===== src/rtl/xorchain_pkg.sv =====
// Shared types and segment-geometry helpers for the xorchain pipeline.
// Optional feature macro: XORCHAIN_PAR_EN (adds the out_par parity output).
package xorchain_pkg;

    typedef enum logic {
        MODE_ADJ = 1'b0,
        MODE_PFX = 1'b1
    } xc_mode_t;

    // Bits resolved per stage: ceil(wd / stages).
    function automatic int seg_w(input int wd, input int stages);
        return (wd + stages - 1) / stages;
    endfunction

    // Lowest bit of segment s. Segments past the top of the word are empty (lo = wd).
    function automatic int seg_lo(input int wd, input int stages, input int s);
        int lo;
        lo = s * seg_w(wd, stages);
        if (lo > wd) begin
            lo = wd;
        end
        return lo;
    endfunction

    // Highest bit of segment s. The last segment is truncated to hold the remainder.
    function automatic int seg_hi(input int wd, input int stages, input int s);
        int hi;
        hi = (s + 1) * seg_w(wd, stages) - 1;
        if (hi > wd - 1) begin
            hi = wd - 1;
        end
        return hi;
    endfunction

endpackage


===== src/rtl/xorchain_stage.sv =====
// One pipeline stage of xorchain_pipe: resolves output bits SEG_LO..SEG_HI from the
// running carry handed over by the previous stage and registers the beat.
// Parity tracking is present only when XORCHAIN_PAR_EN is defined.
module xorchain_stage
    import xorchain_pkg::*;
#(
    parameter int WD     = 8,
    parameter int SEG_LO = 0,
    parameter int SEG_HI = 3
) (
    input  logic          clk,
    input  logic          srst,
    input  logic          src_valid,
    output logic          src_ready,
    input  xc_mode_t      src_mode,
    input  logic [WD-1:0] src_raw,
    input  logic [WD-1:0] src_word,
    input  logic          src_carry,
    input  logic          sink_ready,
    output logic          valid,
    output xc_mode_t      mode,
    output logic [WD-1:0] raw,
    output logic [WD-1:0] word,
    output logic          carry
`ifdef XORCHAIN_PAR_EN
    ,
    input  logic          src_par,
    output logic          par
`endif
);

    logic          valid_reg;
    xc_mode_t      mode_reg;
    logic [WD-1:0] raw_reg;
    logic [WD-1:0] word_reg;
    logic          carry_reg;
    logic [WD-1:0] word_next;
    logic          carry_next;
`ifdef XORCHAIN_PAR_EN
    logic          par_reg;
    logic          par_next;
`endif

    // The stage can take a new beat when it is empty or its current beat leaves now.
    assign src_ready = ~valid_reg | sink_ready;

    // Resolve this stage's segment. For ADJ the carry is the raw bit just below the
    // segment; for PFX it is the prefix XOR of everything below. An empty segment
    // (SEG_LO > SEG_HI) simply forwards word and carry.
    always_comb begin
        logic run;
        word_next = src_word;
        run       = src_carry;
`ifdef XORCHAIN_PAR_EN
        par_next  = src_par;
`endif
        for (int j = 0; j < WD; j++) begin
            if (j >= SEG_LO && j <= SEG_HI) begin
                if (src_mode == MODE_PFX) begin
                    run          = run ^ src_raw[j];
                    word_next[j] = run;
                end else begin
                    word_next[j] = ~run ^ src_raw[j];
                    run          = src_raw[j];
                end
`ifdef XORCHAIN_PAR_EN
                par_next = par_next ^ src_raw[j];
`endif
            end
        end
        carry_next = run;
    end

    // Stage register: valid flag always follows the upstream valid when loading;
    // payload is captured only for real beats so a held output never changes.
    always_ff @(posedge clk) begin
        if (srst) begin
            valid_reg <= 1'b0;
            mode_reg  <= MODE_ADJ;
            raw_reg   <= '0;
            word_reg  <= '0;
            carry_reg <= 1'b0;
`ifdef XORCHAIN_PAR_EN
            par_reg   <= 1'b0;
`endif
        end else if (src_ready) begin
            valid_reg <= src_valid;
            if (src_valid) begin
                mode_reg  <= src_mode;
                raw_reg   <= src_raw;
                word_reg  <= word_next;
                carry_reg <= carry_next;
`ifdef XORCHAIN_PAR_EN
                par_reg   <= par_next;
`endif
            end
        end
    end

    assign valid = valid_reg;
    assign mode  = mode_reg;
    assign raw   = raw_reg;
    assign word  = word_reg;
    assign carry = carry_reg;
`ifdef XORCHAIN_PAR_EN
    assign par   = par_reg;
`endif

endmodule


===== src/rtl/xorchain_pipe.sv =====
// Pipelined adjacent-XOR / prefix-XOR word transform with valid/ready on both sides.
// STAGES register stages each resolve one LSB-first segment; latency is STAGES cycles.
// Optional feature macro: XORCHAIN_PAR_EN (adds out_par, XOR of all input bits of the beat).
module xorchain_pipe
    import xorchain_pkg::*;
#(
    parameter int WD     = 8,
    parameter int STAGES = 2
) (
    input  logic          CLK,
    input  logic          RSTX,
    input  logic          in_valid,
    output logic          in_ready,
    input  logic          in_mode,
    input  logic [WD-1:0] in_data,
    output logic          out_valid,
    input  logic          out_ready,
    output logic [WD-1:0] out_data
`ifdef XORCHAIN_PAR_EN
    ,
    output logic          out_par
`endif
);

    // Element k is the interface between stage k-1 and stage k; element 0 is the input
    // port and element STAGES is the output of the last stage.
    logic          valid_c [0:STAGES];
    logic          ready_c [0:STAGES];
    xc_mode_t      mode_c  [0:STAGES];
    logic [WD-1:0] raw_c   [0:STAGES];
    logic [WD-1:0] word_c  [0:STAGES];
    logic          carry_c [0:STAGES];
`ifdef XORCHAIN_PAR_EN
    logic          par_c   [0:STAGES];
`endif

    // ADJ treats out[0] as ~carry ^ in[0] with carry=1; PFX starts from carry=0.
    assign valid_c[0]      = in_valid;
    assign mode_c[0]       = xc_mode_t'(in_mode);
    assign raw_c[0]        = in_data;
    assign word_c[0]       = '0;
    assign carry_c[0]      = ~in_mode;
    assign ready_c[STAGES] = out_ready;
`ifdef XORCHAIN_PAR_EN
    assign par_c[0]        = 1'b0;
`endif

    for (genvar gi = 0; gi < STAGES; gi++) begin : g_stage
        xorchain_stage #(
            .WD     (WD),
            .SEG_LO (seg_lo(WD, STAGES, gi)),
            .SEG_HI (seg_hi(WD, STAGES, gi))
        ) u_stage (
            .clk        (CLK),
            .srst       (RSTX),
            .src_valid  (valid_c[gi]),
            .src_ready  (ready_c[gi]),
            .src_mode   (mode_c[gi]),
            .src_raw    (raw_c[gi]),
            .src_word   (word_c[gi]),
            .src_carry  (carry_c[gi]),
            .sink_ready (ready_c[gi+1]),
            .valid      (valid_c[gi+1]),
            .mode       (mode_c[gi+1]),
            .raw        (raw_c[gi+1]),
            .word       (word_c[gi+1]),
            .carry      (carry_c[gi+1])
`ifdef XORCHAIN_PAR_EN
            ,
            .src_par    (par_c[gi]),
            .par        (par_c[gi+1])
`endif
        );
    end

    // Outputs are forced quiet while reset is held so no stale beat is ever offered.
    assign in_ready  = ready_c[0] & ~RSTX;
    assign out_valid = valid_c[STAGES] & ~RSTX;
    assign out_data  = RSTX ? '0 : word_c[STAGES];
`ifdef XORCHAIN_PAR_EN
    assign out_par   = RSTX ? 1'b0 : par_c[STAGES];
`endif

    // The last stage's side-band fields have no consumer.
    logic unused_tail;
    assign unused_tail = ^{mode_c[STAGES], raw_c[STAGES], carry_c[STAGES]};

endmodule


===== config.mk =====
export PLATFORM = sky130hd
export DESIGN_NAME = xorchain_pipe
export DESIGN_NICKNAME = d
export VERILOG_FILES = /design/src/rtl/xorchain_pkg.sv /design/src/rtl/xorchain_stage.sv /design/src/rtl/xorchain_pipe.sv
export SDC_FILE = /design/constraint.sdc
export NUM_CORES = 1
export LEC_CHECK = 0
export BUFFER_PORTS_ARGS = -buffer_cell sky130_fd_sc_hd__buf_2
export CAP_MARGIN = 20
export CELL_PAD_IN_SITES_DETAIL_PLACEMENT = 0
export CELL_PAD_IN_SITES_GLOBAL_PLACEMENT = 1
export CORE_MARGIN = 3
export CORE_UTILIZATION = 40
export DETAILED_ROUTE_END_ITERATION = 10
export PLACE_DENSITY = 0.78
export SLEW_MARGIN = 20
export SYNTH_ARGS = -nofsm -noshare
export SYNTH_HDL_FRONTEND = slang
export SYNTH_SLANG_ARGS = --single-unit

===== constraint.sdc =====
create_clock -name CLK -period 2.9 [get_ports CLK]
set_clock_uncertainty 0.05 [all_clocks]
set_input_delay 0.435 -clock CLK [delete_from_list [all_inputs] [get_ports CLK]]
set_output_delay 0.435 -clock CLK [all_outputs]
set_load 0.1 [all_outputs]

---- Word-level counts from Yosys, hierarchy flattened ----
Index checks and enable logic that the tools add are counted.
W data, S select, Z words.
storage, ports and cells
  flip-flop bits (word level) ............. 24
  memory bits (writable) .................. 0
  memory bits (read-only) ................. 0
  bits in latches ......................... 0
  output and inout bits ................... 10
  word-level logic and storage cells ...... 56
  memories kept ........................... 0
cells by class
  bitwise gates (word level) .............. 31
  muxes and demuxes ....................... 16
  $add $sub $neg .......................... 0
  magnitude comparators ................... 0
  equal/unequal tests ..................... 0
  multiply operators ...................... 0
  reduce and logical (&&, ||, !) cells .... 2
  shifts and indexed selects .............. 0
  divide/modulo/power cells ............... 0
operators with widths
  kind               count
  $xor A1 B1 Y1      16
  $mux W1            15
  $not A1 Y1         11
  $mux W8            1
  $reduce_and A2 Y1  2
  $and A1 B1 Y1      2
  $or A1 B1 Y1       2

---- Longest topological paths before layout ----
  depth after elaboration ................. 10
  gate-level depth with buffers ........... 5
  gate-level depth less buffers ........... 4

---- Hierarchy ----
Synthesis repeated with hierarchy kept, for this count alone.
unflattened totals
  cell total of the unflattened synthesis .. 200
  area, all modules ....................... 1659.1 um^2
modules (own cells, without submodules)
  module          area each (um^2)  times used  cells each  sequential area each (um^2)
  xorchain_stage  794.5             2           94          380.4
  xorchain_pipe   70.1              1           12          0.0

---- Worst setup path after synthesis ----
Ideal clock, no wire load.
  path type ............................... input -> output
  start point ............................. input RSTX
  end point ............................... output out_data[4]
  stages .................................. 2
  path slack .............................. 0.450 ns
  arrival ................................. 1.965 ns
  data required time ...................... 2.415 ns
  buffers on the path ..................... 1
  cell sequence ........................... clkbuf_1 -> nor2b_1
on the way
  cells in the longest elaborated chain, start to end .. 1
ends and longest elaborated chain
  what         line                 text
  from (decl)  xorchain_pipe.sv:11  input logic RSTX,
  $mux W8      xorchain_pipe.sv:79  assign out_data = RSTX ? '0 : word_c[STAGES];
  to (decl)    xorchain_pipe.sv:18  output logic [WD-1:0] out_data
Every way passes these cells.

---- Final worst setup path ----
  start point ............................. register g_stage[1].u_stage.valid_reg
  end point ............................... output in_ready
on the way
  cells in the longest elaborated chain, start to end .. 4
ends and longest elaborated chain
  what                       line                  text
  from (decl)                xorchain_stage.sv:32  logic valid_reg;
  from (signal assigned)     xorchain_stage.sv:87  valid_reg <= src_valid;
  $not A1 Y1                 xorchain_stage.sv:45  assign src_ready = ~valid_reg | sink_ready;
  $or A1 B1 Y1 (2 in a row)  xorchain_stage.sv:45
  $and A1 B1 Y1              xorchain_pipe.sv:77   assign in_ready = ready_c[0] & ~RSTX;
  to (decl)                  xorchain_pipe.sv:13   output logic in_ready,
Every way passes these cells.

==> impl_metrics.py <==
metrics = {
    "placement": {
        "hpwl_mm": 1.173,
        "port_buffers": 22,
        "gp_congestion": 0.6785,
    },
    "job": {
        "cap_viol_max_count": 0,
    },
    "floorplan": {
        "ios": 23,
        "die_h_microns": 54.50,
        "die_w_microns": 54.50,
        "start_util_pct": 45.19,
        "row_count": 16,
        "die_area_sq_mm": 0.002970,
        "core_area_sq_mm": 0.002082,
    },
    "grt": {
        "grt_max_degree": 31,
        "grtUsageMet2_pct": 19.12,
        "grt_pass1_vias": 664,
        "use_met3_pct": 2.452,
        "antenna_found_initial": 0,
        "grt_pass1_wl_mm": 2.753,
        "use_met1_pct": 17.36,
        "top_usage_layer": "met2",
        "grt_util_all_layers_pct": 12.93,
        "grt_overflow": 0,
    },
    "worst_hold_path": {
        "hold_path_class": "primary input to flop",
    },
    "route": {
        "num_vias": 756,
        "wl_per_cell_microns": 9.598,
        "detail-route-antenna-nets": 0,
        "drc": 0,
        "drtPass1Iterations": 4,
        "via_per_inst": 4.610,
        "drtIter0Drc": 8,
        "drt_wl_total_mm": 1.574,
    },
    "clocking": {
        "worst_skew_pair.late_latency_ns": 0.29,
        "cts-resized-gates": 0,
        "numClockSinks": 20,
        "cts_made_buffers": 3,
        "htree_levels": 1,
        "path_clk_slew_ns": 0.11,
        "cts_tree": "yes",
        "cts-root-buf": "clkbuf_4",
        "clock_path_buffers": 2,
        "ctsHoldBuffers": 0,
        "cts_setup_buffers": 0,
    },
    "synthesis": {
        "synth_area_leader_cell": "dfxtp_1",
        "synth_cell_types": 18,
        "synth.net_count": 129,
        "netlist.area_leader.share_pct": 42.55,
        "synth_area_sq_um": 940.9,
        "ys_seq_area_share_pct": 42.55,
        "netlist_instances": 116,
        "ys_warn_count": 0,
        "synthTopCellsByArea": "dfxtp_1 (43%), xnor2_1 (11%), a211oi_1 (8.8%), nor2_1 (8.0%), nand2_1 (7.2%)",
        "avgSynthCellArea_sq_um": 8.111,
        "ys_ff_latch": 20,
    },
    "power": {
        "power_leakage_nw": 0.4711,
        "irDropWorstVdd_mv": 0.3079,
        "powerDensity_mw_per_mm2": 601.9,
        "fin_total_pwr_uw": 672.6,
    },
    "layout": {
        "final_common_cell": "buf_2",
        "nets": 151,
        "drive_above_1_share_pct": 20.44,
        "num_antenna_cells": 0,
        "final_cell_mix": "buf_2 (22), nor2_1 (20), dfxtp_1 (20)",
        "area_delta_synth_final_pct": 18.75,
        "largest_reg_flops": 12,
    },
    "sta": {
        "slew_headroom_pct": 66.79,
        "maxSlewViolCount": 0,
        "hold_violations": 0,
        "fmax_mhz": 550.5,
        "setup_viol": 0,
        "period_needed_ns": 1.817,
        "post-route-period-util_pct": 62.64,
        "rsz0062_at_grt": "no",
        "worstMarginPinSlew_ns": 0.4981,
        "fin_setup_tns_ns": 0,
    },
    "setup_path": {
        "crit_path_max_incr_delay_ns": 0.43,
        "worst_setup_path_start_kind": "flop",
        "path_class": "flop to output port",
        "worstPathMaxFanout": 4,
        "crit_chain": "nand2b_1 -> nor2_1 -> nor2_1 -> buf_2",
        "crit_required_ns": 2.41,
        "arrival_ns": 1.33,
        "endpoint_kind": "output port",
        "crit_top_cell": "nor2_1",
        "crit_path_top_delay_cell": "buf_2",
    },
    "outcome": {
        "outcome": "complete, no violations",
    },
}
worst paths after layout:
check | startpoint | endpoint | slack, ns | cells past startpoint
worst max register to register | g_stage[0].u_stage.raw[4] | g_stage[1].u_stage.word[7] | 1.53 | 4
worst max-delay path | g_stage[1].u_stage.valid | in_ready | 1.08 | 4
worst min-delay path | in_data[4] | g_stage[0].u_stage.raw[4] | 0.32 | 3
worst min register to register | g_stage[1].u_stage.word[1] | g_stage[1].u_stage.word[1] | 0.41 | 2
worst max-delay path: cells and delay by family (launching register included):
family / cells / cell delay [ns]
buffers and inverters: 1 / 0.43
and+or+nand+nor: 3 / 0.28
DFF: 1 / 0.34
cell type report:
type | instances | area [sq um]
Clock inverter | 1 | 30.03
Fill cell | 201 | 964.7
Multi-Input combinational cell | 86 | 501.7
Timing Repair Buffer | 22 | 110.1
Tap cell | 27 | 33.78
Clock buffer | 3 | 22.52
Sequential cell | 20 | 400.4
Inverter | 5 | 18.77
kinds of logic after synthesis:
| logic type | share of synthesized area [%] |
|---|---|
| XOR/XNOR | 14.76 |
| AO/OA/AOI/OAI | 13.96 |
| multiplexers | 1.064 |
| AND/OR/NAND/NOR | 23.54 |
| buffers and inverters | 4.122 |
| flip-flops | 42.55 |
per-stage QoR:
step | setup WS [ns] | hold WS (ns) | utilization (%) | area [sq um] | std cells
floorplan | 0.4496 | 0.3867 | - | 940.9 | 116
global placement | 1.126 | 0.3981 | 51.14 | 1065 | 160
detailed placement | 1.115 | 0.4025 | 51.14 | 1065 | 160
CTS | 1.063 | 0.3027 | 53.67 | 1117 | 164
global route | 0.9881 | 0.3148 | 53.67 | 1117 | 164
finish | 1.083 | 0.3168 | 53.67 | 1117 | 164
power breakdown:
group	internal (mW)	leakage (nW)	switching (mW)	total (mW)
clock network	0.140	0.0279	0.0823	0.222
logic	0.0487	0.278	0.0957	0.144
registers	0.295	0.165	0.0118	0.306
per-layer routing:
layer  wire length, microns  vias up
met4                     18        0
met2                    655       17
met3                     89        2
met1                    811      321
li1                       -      416
met5                      0        -
Yosys cell counts:
cell	instances
nand3b_1	1
nand2b_2	1
a211o_1	1
nor2b_1	7
mux2i_1	1
nand2b_1	1
xnor2_2	1
and2_1	2
xnor2_1	12
nand2_1	18
buf_2	1
a211oi_1	11
clkbuf_1	4
xor2_1	2
inv_1	5
nor2_1	20
dfxtp_1	20
a21oi_1	8
No activity file was read; power rests on OpenSTA's default activity.
